===== src/rtl/enc_16to4_queued.sv =====
// Queued 16-to-4 priority encoder: captures decoded request lines into a sticky
// pending set and offers them one index at a time, lowest first, over valid/ready.
module enc_16to4_queued #(
  parameter int unsigned IN_W  = 16,
  parameter int unsigned OUT_W = 4
) (
  input  logic             clk,
  input  logic             rst_n,
  input  logic             En,
  input  logic [0:IN_W-1]  req,
  output logic [OUT_W-1:0] encoded,
  output logic             valid,
  input  logic             ready,
  output logic [0:IN_W-1]  pending,
  output logic             overrun
);

  localparam logic StIdle  = 1'b0;
  localparam logic StOffer = 1'b1;

  logic             state_q, state_d;
  logic [OUT_W-1:0] encoded_q, encoded_d;
  logic [0:IN_W-1]  pending_q, pending_d;
  logic             overrun_q, overrun_d;

  logic [0:IN_W-1]  cap;
  logic [0:IN_W-1]  src;
  logic [0:IN_W-1]  take;
  logic [OUT_W-1:0] sel;
  logic             any;

  // Lowest set index of pending plus this cycle's capture.
  always_comb begin
    cap = En ? req : '0;
    src = pending_q | cap;
    any = |src;
    sel = '0;
    for (int i = int'(IN_W) - 1; i >= 0; i--) begin
      if (src[i]) sel = OUT_W'(i);
    end
  end

  always_comb begin
    state_d   = state_q;
    encoded_d = encoded_q;
    take      = '0;
    unique case (state_q)
      StIdle: begin
        if (any) begin
          encoded_d = sel;
          take[sel] = 1'b1;
          state_d   = StOffer;
        end
      end
      StOffer: begin
        if (ready) begin
          if (any) begin
            encoded_d = sel;
            take[sel] = 1'b1;
          end else begin
            state_d = StIdle;
          end
        end
      end
      default: state_d = StIdle;
    endcase
  end

  // A taken bit survives only if it was already pending and a fresh request lands on it.
  always_comb begin
    pending_d = (take & pending_q & cap) | (~take & (pending_q | cap));
    overrun_d = overrun_q | (|(cap & pending_q));
  end

  always_ff @(posedge clk) begin
    if (!rst_n) begin
      state_q   <= StIdle;
      encoded_q <= '0;
      pending_q <= '0;
      overrun_q <= 1'b0;
    end else begin
      state_q   <= state_d;
      encoded_q <= encoded_d;
      pending_q <= pending_d;
      overrun_q <= overrun_d;
    end
  end

  assign encoded = encoded_q;
  assign valid   = (state_q == StOffer);
  assign pending = pending_q;
  assign overrun = overrun_q;

endmodule


===== config.mk =====
export PLATFORM = sky130hd
export DESIGN_NAME = enc_16to4_queued
export DESIGN_NICKNAME = d
export VERILOG_FILES = /design/src/rtl/enc_16to4_queued.sv
export SDC_FILE = /design/constraint.sdc
export NUM_CORES = 1
export LEC_CHECK = 0
export ABC_CLOCK_PERIOD_IN_PS = 3000
export CAP_MARGIN = 10
export CORE_UTILIZATION = 49
export CTS_BUF_LIST = sky130_fd_sc_hd__clkbuf_4
export DETAILED_ROUTE_END_ITERATION = 8
export PLACE_DENSITY = 0.87
export SLEW_MARGIN = 20
export SYNTH_ARGS = -nofsm -noshare
export SYNTH_HDL_FRONTEND = slang
export SYNTH_SLANG_ARGS = --single-unit

===== constraint.sdc =====
create_clock -name clk -period 3 [get_ports clk]
set_input_delay 0.9 -clock clk [delete_from_list [all_inputs] [get_ports clk]]
set_output_delay 0.9 -clock clk [all_outputs]
set_load 0.03 [all_outputs]

* Word level (Yosys, flattened, before mapping)
Cells that the tools add are included.
** Word-level totals
- Register bits after elaboration :: 22
- Output and inout bits :: 22
** Operators by class
- Order comparisons :: 2
- Reductions and logical operators :: 3
- Equality and inequality tests :: 1
- Muxes and demuxes :: 28
- Bitwise operators :: 10
** Operators by type and width (count)
- $mux 4 :: 18
- $and 16x16->16 :: 4
- $mux 16 :: 3
- $or 16x16->16 :: 2
- $pmux 16 s2 :: 1
- $reduce_or 16->1 :: 2
- $not 16->16 :: 1
- $pmux 4 s2 :: 1
- $ge 5x5->1 const B :: 1
- $lt 5x1->1 const B :: 1
- $not 4->5 :: 1
- $demux 1 s4 :: 1
- $mux 1 :: 3
- $ne 2x2->1 const B :: 1
- $pmux 1 s2 :: 1
- $logic_and 1x1->1 :: 1
- $not 1->1 :: 1
- $or 1x1->1 :: 1

* Logic depth before layout (Yosys ltp)
Gate-level depths: netlist of run 1.
- Depth after elaboration :: 29
- Depth in mapped cells :: 9
- Mapped depth without buffers :: 6

* Least setup slack after synthesis of run 1
Ideal clock, no wire load.
- Path kind :: input -> register
- Start :: in En
- End :: reg pending_q, in the netlist pending[4]
- Buffers on the path :: 2
- Required time :: 2.869 ns
- Setup time :: 0.131 ns
- Setup slack :: 0.571 ns
- Stages on the path :: 8
- Data arrival time :: 2.299 ns
- Path through :: buf_6 a21oi_2 o211ai_2 a311o_2 and3_4 buf_6 o311ai_4 a21oi_2
** On the way
- Cells in the longest elaborated chain, start to end :: 29
** Ends and longest elaborated chain
- start: declaration :: line 9 : input logic En,
- $mux 16 * :: line 34 : cap = En ? req : '0;
- $or 16x16->16 :: line 35, 71
- $mux 4 (16 in a row) :: line 39 : if (src[i]) sel = OUT_W'(i);
- $not 4->5 (implied by the code) :: line 51, 59
- $ge 5x5->1 (implied by the code) or $lt 5x1->1 (tied branches) :: line 51, 59
- $logic_and 1x1->1 (implied by the code) :: line 51, 59
- $mux 1 (implied by the code) :: line 51, 59
- $demux 1 s4 :: line 51, 59
- $mux 16 :: line 49, 57
- $mux 16 :: line 56 : if (ready) begin
- $pmux 16 s2 :: line 47 : unique case (state_q)
- $and 16x16->16 or $not 16->16 (tied branches) :: line 71 : pending_d = (take & pending_q & cap) | (~take & (pending_q | cap));
- $and 16x16->16 :: line 71
- $or 16x16->16 * :: line 71
- end signal: assignment :: line 84 : pending_q <= pending_d;
- end: declaration :: line 23 : logic [0:IN_W-1] pending_q, pending_d;
Mark *: on every way between the ends. The rest lies on a longest branch, timed or not.
A chain may end at the register's enable or synchronous reset.

* Final worst setup path of run 1
- Start :: in En
- End :: reg pending_q, in the netlist pending[2]
The elaborated chain is that of the path after synthesis.

==> results.yml, run 1 <==
synth:
  synth.distinct_cells: 54
  yosysMostFrequentCell: "dfxtp_1"
  synthTopCellsByCount: "dfxtp_1 (22), nor2_1 (20), a21oi_1 (19)"
  ys_seq_elements: 22
  seq_area_frac_synth: 0.304
  synthArstFlopShare: 0
  syn-cell-area_um2: 1450
  synth_top_cell_area_share: 0.304
  synth_top_cell_by_area: "dfxtp_1"
  syn-mean-instance-area_um2: 8.09
  synth_flop_cell: "dfxtp_1"
  ys_warn_count: 0
  syn_nets: 199
  synth_cells: 179
  synth_area_leaders: "dfxtp_1 (30%), a21oi_1 (6.6%), nor2_1 (5.2%)"
  synth-edff-count: 0
floorplanning:
  io_pins: 42
  core-area_um2: 2780
  start_util: 0.520
  row_count: 19
  fp.dieArea_um2: 3180
  die_x_um: 56.4
  fp.dieH_um: 56.4
timing:
  period_share: 0.942
  layout_min_cycle_time_ns: 2.83
  drv_slew: 0
  relSlewSlack: 0.653
  worst_pin_slew_ns: 0.518
  skew_ns: 0.00412
  hold_viol_final: 0
  fmax_ghz: 0.354
  setup_viol: 0
  whs_ns: 0.478
  rsz0062_at_grt: "false"
detailed_routing:
  via_per_inst: 6.65
  drc: 0
  first_iter_violations: 121
  wl_per_cell_um: 18.9
  firstDrtPassIters: 5
  ant_nets: 0
  drt_wl_total_mm: 5.15
  vias: 1816
global_route:
  use_met3: 0.0369
  grt_start_max_net_pins: 34
  grt_pass1_wl_mm: 8.40
  grtUsageMet2: 0.543
  grt_overflow: 0
  gr-usage-met1: 0.447
  grt_busiest_layer: "met2"
  antenna_found_initial: 0
  grt_pass1_vias: 1713
  grt_usage: 0.333
worst_setup_path:
  critPathKind: "in -> reg"
  crit_fanout: 33
  worstPathArrival_ns: 3.08
  critPathRequiredTime_ns: 3.25
  crit_path_start_kind: "input port"
  end_kind: "flop"
pwr:
  intPower_uw: 606
  p_sw_uw: 334
  power_uw: 940
  p_comb_frac: 0.378
  vdd_drop_max_mv: 0.424
  power_frac_clock: 0.253
  power.density_nw_per_um2: 450
  power_leakage_nw: 0.760
  seq_power_share: 0.369
  netSwitchingFraction: 0.355
clock_network:
  htree_levels: 1
  cts.clk_slew.worst_paths_ns: 0.14
  cts_resized: 0
  cts_root_buf: "clkbuf_4"
  cts_made_buffers: 3
  cts_hold_buf: 0
  clock_path_buffers: 2
  cts.sinks: 22
  post_cts_buffers: 0
  clock_latency_ns: 0.32
  cts_tree: "built"
finish:
  drive_gt1_frac: 0.182
  final_core_util: 0.751
  n_antenna_cell: 0
  final_nets: 263
  area_growth_syn_to_layout_pct: 44.3
  fill_cells: 224
place:
  gp_congestion: 0.928
  portBuffers: 41
  dp_hpwl_mm: 3.82
flow_run:
  drv_cap: 0
outcome:
  status: "complete, no violations"
worst_hold_path:
  min_path_type: "reg -> reg"
state kept, by name (all words and copies together), names as in the netlist:
| register | count |
|---|---|
| overrun | 1 |
| valid | 1 |
| encoded | 4 |
| pending | 16 |
worst max-delay path: stages:
cell and delay [ns]:
clkdlybuf4s50_1 0.49, buf_12 0.21, and2_1 0.17, o31ai_2 0.36, a311oi_1 0.13, nor2_1 0.44
o21ai_0 0.17, a21oi_1 0.20
cell families after synthesis:
logic type      after synthesis  synth area share
buf+inv                       8            0.0415
flops                        22             0.304
fa+ha+maj                     1           0.00691
mux                           1           0.00691
compound gates               76             0.390
simple gates                 71             0.251
power groups by stage:
stage	Combinational (mW)	Clock, mW	Sequential [mW]
finish	0.355	0.238	0.346
global route	0.377	0.253	0.349
CTS	0.349	0.237	0.346
detailed placement	0.346	0	0.352
global placement	0.340	0	0.350
floorplan	0.154	0	0.388
cells in the final DEF (no fill, tap or decap), types with 3 or more instances in the layout:
cell type and n:
nor2_1 20, nand3_1 9, a21oi_1 19, and2_1 3, a211oi_1 3, a22oi_1 4, o21ai_0 14, a311oi_1 7
nand4_1 3, clkdlybuf4s50_1 41, clkbuf_4 3, dfxtp_1 22, nor3_1 11, buf_4 23, nand2_1 11
final cells by class:
class / instances / area (um^2) / area share
repair buffers: 65 / 603 / 0.289
clock buffers: 3 / 22.5 / 0.0108
well taps: 31 / 38.8 / 0.0186
multi-input cells: 149 / 947 / 0.453
inverters: 2 / 7.51 / 0.00359
clock inverters: 1 / 30.0 / 0.0144
flip-flops and latches: 22 / 440 / 0.211
worst paths after layout:
| check | startpoint | to | slack (ns) | cells after the start |
|---|---|---|---|---|
| min reg2reg | encoded[2]$_SDFFE_PN0P_ | encoded[2]$_SDFFE_PN0P_ | 0.48 | 2 |
| max | En | pending[2]$_SDFF_PN0_ | 0.17 | 8 |
| max reg2reg | pending[6]$_SDFF_PN0_ | pending[4]$_SDFF_PN0_ | 1.05 | 7 |
| min | encoded[2]$_SDFFE_PN0P_ | encoded[2]$_SDFFE_PN0P_ | 0.48 | 2 |
through the flow:
stage	std cells	worst slack [ns]	instance area, um^2	TNS [ns]
after floorplan	179	0.571	1450	0
after global routing	273	0.0440	2090	0
after CTS	273	0.225	2090	0
after detailed placement	269	-0.0991	2040	-0.587
final	273	0.174	2090	0
after global placement	269	-0.0822	2040	-0.313
layer usage:
layer | part of all wire | up-vias | routed length (um)
met2 | 0.48 | 110 | 2470
li1 | - | 833 | -
met4 | 0.028 | 0 | 142
met3 | 0.065 | 17 | 335
met1 | 0.43 | 856 | 2210
met5 | 0 | - | 0
No activity file was read; power rests on OpenSTA's default activity.
==> inputs of run 2 (changes only) <==
Settings changed: ABC_CLOCK_PERIOD_IN_PS 3000 to 3200.
Clock period 3 ns to 3.2 ns, I/O delays scaled along.
==> results.yml, run 2 (synthesis gave the netlist of run 1 again) <==
outcome:
  status: "complete, no violations"
timing:
  relSlewSlack: 0.750
  rsz0062_at_grt: "false"
  tns_ns: 0
  layout_min_cycle_time_ns: 2.92
  whs_ns: 0.470
  fin_ws_ns: 0.282
  worst_pin_slew_ns: 0.365
  setup_viol: 0
  drv_slew: 0
  period_share: 0.912
  hold_viol_final: 0
  fmax_ghz: 0.343
  skew_ns: 0.00296
global_route:
  grt_overflow: 0
  grt_usage: 0.303
  grt_pass1_vias: 1674
  antenna_found_initial: 0
  grt_start_max_net_pins: 39
  grt_pass1_wl_mm: 7.78
finish:
  final_nets: 245
  fill_cells: 242
  final_core_util: 0.703
  n_antenna_cell: 0
  drive_gt1_frac: 0.116
  final_common_cell: "clkdlybuf4s50_1"
  area_growth_syn_to_layout_pct: 35.0
  layout_common_cells: "clkdlybuf4s50_1 (41), dfxtp_1 (22), nor2_1 (20)"
  final_area_um2: 1950
  fin_cells: 255
  largest_reg_flops: 16
worst_setup_path:
  end_kind: "flop"
  crit_fanout: 38
  r2r_start: "pending[6]$_SDFF_PN0_"
  rrSetupSlack_ns: 1.15
  critPathRequiredTime_ns: 3.42
  crit_path_start_kind: "input port"
  reg2regPathDepth: 7
  cp-startpoint: "En"
  worstPathArrival_ns: 3.13
  r2r_end: "pending[4]$_SDFF_PN0_"
  critPathKind: "in -> reg"
place:
  placed_cells: 251
  dp_hpwl_mm: 3.51
  place_area_um2: 1900
  portBuffers: 41
  gp_congestion: 0.900
  preCtsSetupSlack_ns: -0.00857
clock_network:
  cts_resized: 0
  cts.sinks: 22
  post_cts_buffers: 0
  clock_latency_ns: 0.31
  clock_path_buffers: 2
  cts_root_buf: "clkbuf_4"
  cts_hold_buf: 0
  cts_tree: "built"
  htree_levels: 1
  cts.clk_slew.worst_paths_ns: 0.14
  cts_made_buffers: 3
pwr:
  power_uw: 849
  seq_power_share: 0.381
  p_sw_uw: 301
  power_leakage_nw: 0.672
  p_comb_frac: 0.357
  intPower_uw: 548
  vdd_drop_max_mv: 0.348
  power_frac_clock: 0.262
  power.density_nw_per_um2: 434
  netSwitchingFraction: 0.354
detailed_routing:
  first_iter_violations: 99
  vias: 1744
  drt_wl_total_mm: 4.59
  via_per_inst: 6.84
  drc: 0
  ant_nets: 0
  wl_per_cell_um: 18.0
  firstDrtPassIters: 4
worst_hold_path:
  hold_end: "encoded[2]$_SDFFE_PN0P_"
  whs_path_depth: 2
  min_path_type: "reg -> reg"
  hold_start: "encoded[2]$_SDFFE_PN0P_"
floorplanning:
  io_pins: 42
  row_count: 19
  fp.dieArea_um2: 3180
  die_x_um: 56.4
  core-area_um2: 2780
  fp.dieH_um: 56.4
  start_util: 0.520
flow_run:
  drv_cap: 0
-- run 2: cell types whose count changed in the layout (fill, tap and decap cells not counted) --
cell / previous run / this run
buf_4: 23 / 5
-- run 2: worst max-delay path: stages --
cell and delay (ns):
clkdlybuf4s50_1 0.50, buf_12 0.22, and2_1 0.18, o31ai_2 0.35, a311o_2 0.23, nand3_1 0.25, a311oi_1 0.36, nor3_1 0.08
-- run 2: area by class of cell --
type / instances / area (um^2) / share of cell area
Multi-Input combinational cell: 149 / 947 / 0.485
Timing Repair Buffer: 47 / 468 / 0.239
Sequential cell: 22 / 440 / 0.225
Tap cell: 31 / 38.8 / 0.0198
Clock inverter: 1 / 30.0 / 0.0154
Clock buffer: 3 / 22.5 / 0.0115
Inverter: 2 / 7.51 / 0.00384
-- run 2: routing by layer --
layer	wire, um	GRT usage	share of wire	up-vias
li1	-	-	-	799
met1	1980	0.395	0.43	821
met2	1990	0.478	0.43	99
met3	372	0.0530	0.081	25
met4	244	0.153	0.053	0
met5	0	0	0	-
-- run 2: power by group through the flow --
stage	combinational, mW	clock [mW]	sequential, mW
6_report	0.303	0.223	0.323
5_1_grt	0.326	0.228	0.326
4_1_cts	0.300	0.220	0.322
3_5_place_dp	0.298	0	0.328
3_3_place_gp	0.294	0	0.327
2_1_floorplan	0.145	0	0.363
-- run 2: worst max-delay path by stage --
stage / endpoint / slack [ns] / cells past startpoint
2_1_floorplan: pending[4]$_SDFF_PN0_ / 0.71 / 8
3_3_place_gp: pending[13]$_SDFF_PN0_ / 0.09 / 8
3_5_place_dp: pending[4]$_SDFF_PN0_ / -0.009 / 9
4_1_cts: pending[4]$_SDFF_PN0_ / 0.32 / 9
5_1_grt: pending[5]$_SDFF_PN0_ / 0.12 / 8
6_report: pending[9]$_SDFF_PN0_ / 0.28 / 8
==> inputs of run 3 (changes only) <==
Settings changed: ABC_AREA set to 1, CORE_UTILIZATION 49 to 50, PLACE_DENSITY 0.87 to 0.88.
==> results.yml, run 3 <==
worst_setup_path:
  end_kind: "flop"
  critPathTopFamily: "simple AND/OR/NAND/NOR gates"
  cp_slowest_cell: "clkdlybuf4s50_1"
  slowest_delay_ns: 0.48
  cpMostUsedCell: "nand2_1"
  crit_path_start_kind: "input port"
  crit_fanout: 12
  critPathRequiredTime_ns: 3.47
  critPathKind: "in -> reg"
  worstPathArrival_ns: 3.09
  cp_cell_sequence: "clkdlybuf4s50_1 -> buf_4 -> nand2_2 -> nand2_1 -> nand2_1 -> nand2_1 -> nand2_1 -> nand2_1 -> nand2_1 -> nand2_1 -> nand2_1 -> nand2_1 -> nand2_1 -> nand2_1 -> nand2_1 -> nand2_1 -> nand2_1 -> nand2_2 -> nand2_1 -> nand3_1 -> nand2_1 -> inv_1"
  crit_buf_inv: 3
synth:
  syn-cell-area_um2: 1520
  synthArstFlopShare: 0
  ys_seq_elements: 22
  synth-edff-count: 0
  synth_area_leaders: "dfxtp_1 (29%), nand2_1 (14%), inv_1 (11%)"
  ys_warn_count: 0
  synth_top_cell_by_area: "dfxtp_1"
  synthTopCellsByCount: "nand2_1 (55), inv_1 (43), nor2_1 (34)"
  seq_area_frac_synth: 0.290
  yosysMostFrequentCell: "nand2_1"
  synth_top_cell_area_share: 0.290
  syn_nets: 260
  synth.distinct_cells: 34
  syn-mean-instance-area_um2: 6.32
  synth_flop_cell: "dfxtp_1"
  synth_cells: 240
clock_network:
  cts_hold_buf: 0
  cts_resized: 0
  clock_path_buffers: 2
  htree_levels: 1
  cts_root_buf: "clkbuf_4"
  post_cts_buffers: 0
  cts_made_buffers: 3
  cts_tree: "built"
  clock_latency_ns: 0.31
  cts.sinks: 22
  cts.clk_slew.worst_paths_ns: 0.13
timing:
  hold_viol_final: 0
  fmax_ghz: 0.355
  period_share: 0.879
  relSlewSlack: 0.679
  fin_ws_ns: 0.386
  drv_slew: 0
  rsz0062_at_grt: "false"
  tns_ns: 0
  skew_ns: 0.00455
  layout_min_cycle_time_ns: 2.81
  setup_viol: 0
  whs_ns: 0.491
  worst_pin_slew_ns: 0.481
finish:
  final_core_util: 0.705
  drive_gt1_frac: 0.155
  final_nets: 305
  area_growth_syn_to_layout_pct: 30.3
  final_area_um2: 1980
  fin_cells: 314
  final_common_cell: "nand2_1"
  layout_common_cells: "nand2_1 (55), inv_1 (43), clkdlybuf4s50_1 (41)"
  n_antenna_cell: 0
  largest_reg_flops: 16
pwr:
  vdd_drop_max_mv: 0.200
  power.density_nw_per_um2: 372
  power_uw: 735
  power_leakage_nw: 1.00
detailed_routing:
  ant_nets: 0
  drc: 8
  via_per_inst: 5.15
  drt_wl_total_mm: 3.77
  wl_per_cell_um: 12.0
  first_iter_violations: 68
  vias: 1618
  firstDrtPassIters: 6
flow_run:
  drv_cap: 0
global_route:
  grt_usage: 0.241
  antenna_found_initial: 0
  grt_pass1_vias: 1473
  grt_overflow: 0
  grt_start_max_net_pins: 15
  grt_pass1_wl_mm: 6.24
floorplanning:
  start_util: 0.541
  fp.dieArea_um2: 3260
  fp.dieH_um: 57.1
  row_count: 19
  core-area_um2: 2810
  die_x_um: 57.1
  io_pins: 42
worst_hold_path:
  min_path_type: "reg -> reg"
outcome:
  violations: "design-rule violations"
  status: "finished, violations left"
place:
  preCtsSetupSlack_ns: 0.0720
  placed_cells: 311
  place_area_um2: 1950
  dp_hpwl_mm: 2.88
  portBuffers: 41
  gp_congestion: 0.892
==> run 3: logic make-up (layout without fill, tap and decap cells) <==
| logic type | Yosys count | count (layout) | share of synthesized area |
|---|---|---|---|
| compound gates | 22 | 22 | 0.102 |
| buf+inv | 55 | 98 | 0.153 |
| flops | 22 | 22 | 0.290 |
| simple gates | 141 | 141 | 0.454 |
==> run 3: where the power goes <==
group	internal, mW	switching (mW)	total (mW)
combinational	0.110	0.182	0.293
sequential	0.295	0.0119	0.307
clock	0.0441	0.0919	0.136
total	0.449	0.286	0.735
==> run 3: layer usage <==
| layer | routed length, um | up-vias | share of wire | global-route usage |
|---|---|---|---|---|
| met5 | 0 | - | 0 | 0 |
| met1 | 1790 | 720 | 0.48 | 0.318 |
| met3 | 270 | 8 | 0.072 | 0.0408 |
| met4 | 76 | 0 | 0.020 | 0.0976 |
| met2 | 1630 | 68 | 0.43 | 0.393 |
| li1 | - | 822 | - | - |
==> run 3: worst register-to-register path, cell delays in order (launching register included) <==
cell	delay (ns)
dfxtp_1	0.35
a21oi_2	0.16
nand2_1	0.07
nand2_1	0.05
nand2_1	0.06
nand2_1	0.06
nand2_1	0.05
nand2_1	0.07
nand2_1	0.05
nand2_1	0.06
nand2_1	0.05
nand2_1	0.05
nand2_1	0.05
nand2_1	0.05
nand2_1	0.05
nand2_2	0.21
nand2_1	0.20
nand3_1	0.11
nand2_1	0.05
inv_1	0.04
==> run 3: path summary, 6_finish.rpt <==
kind | slack, ns | start | end | cells past startpoint
setup / recovery | 0.39 | En | pending[12]$_SDFF_PN0_ | 22
hold / removal | 0.49 | encoded[1]$_SDFFE_PN0P_ | encoded[1]$_SDFFE_PN0P_ | 2
setup reg to reg | 1.30 | pending[14]$_SDFF_PN0_ | pending[12]$_SDFF_PN0_ | 19
hold reg to reg | 0.49 | encoded[1]$_SDFFE_PN0P_ | encoded[1]$_SDFFE_PN0P_ | 2
==> run 3: area by class of cell <==
| type | instances | area, um^2 |
|---|---|---|
| Timing Repair Buffer | 45 | 440 |
| Clock buffer | 3 | 22.5 |
| Inverter | 50 | 190 |
| Fill cell | 245 | 828 |
| Tap cell | 31 | 38.8 |
| Multi-Input combinational cell | 163 | 845 |
| Sequential cell | 22 | 440 |
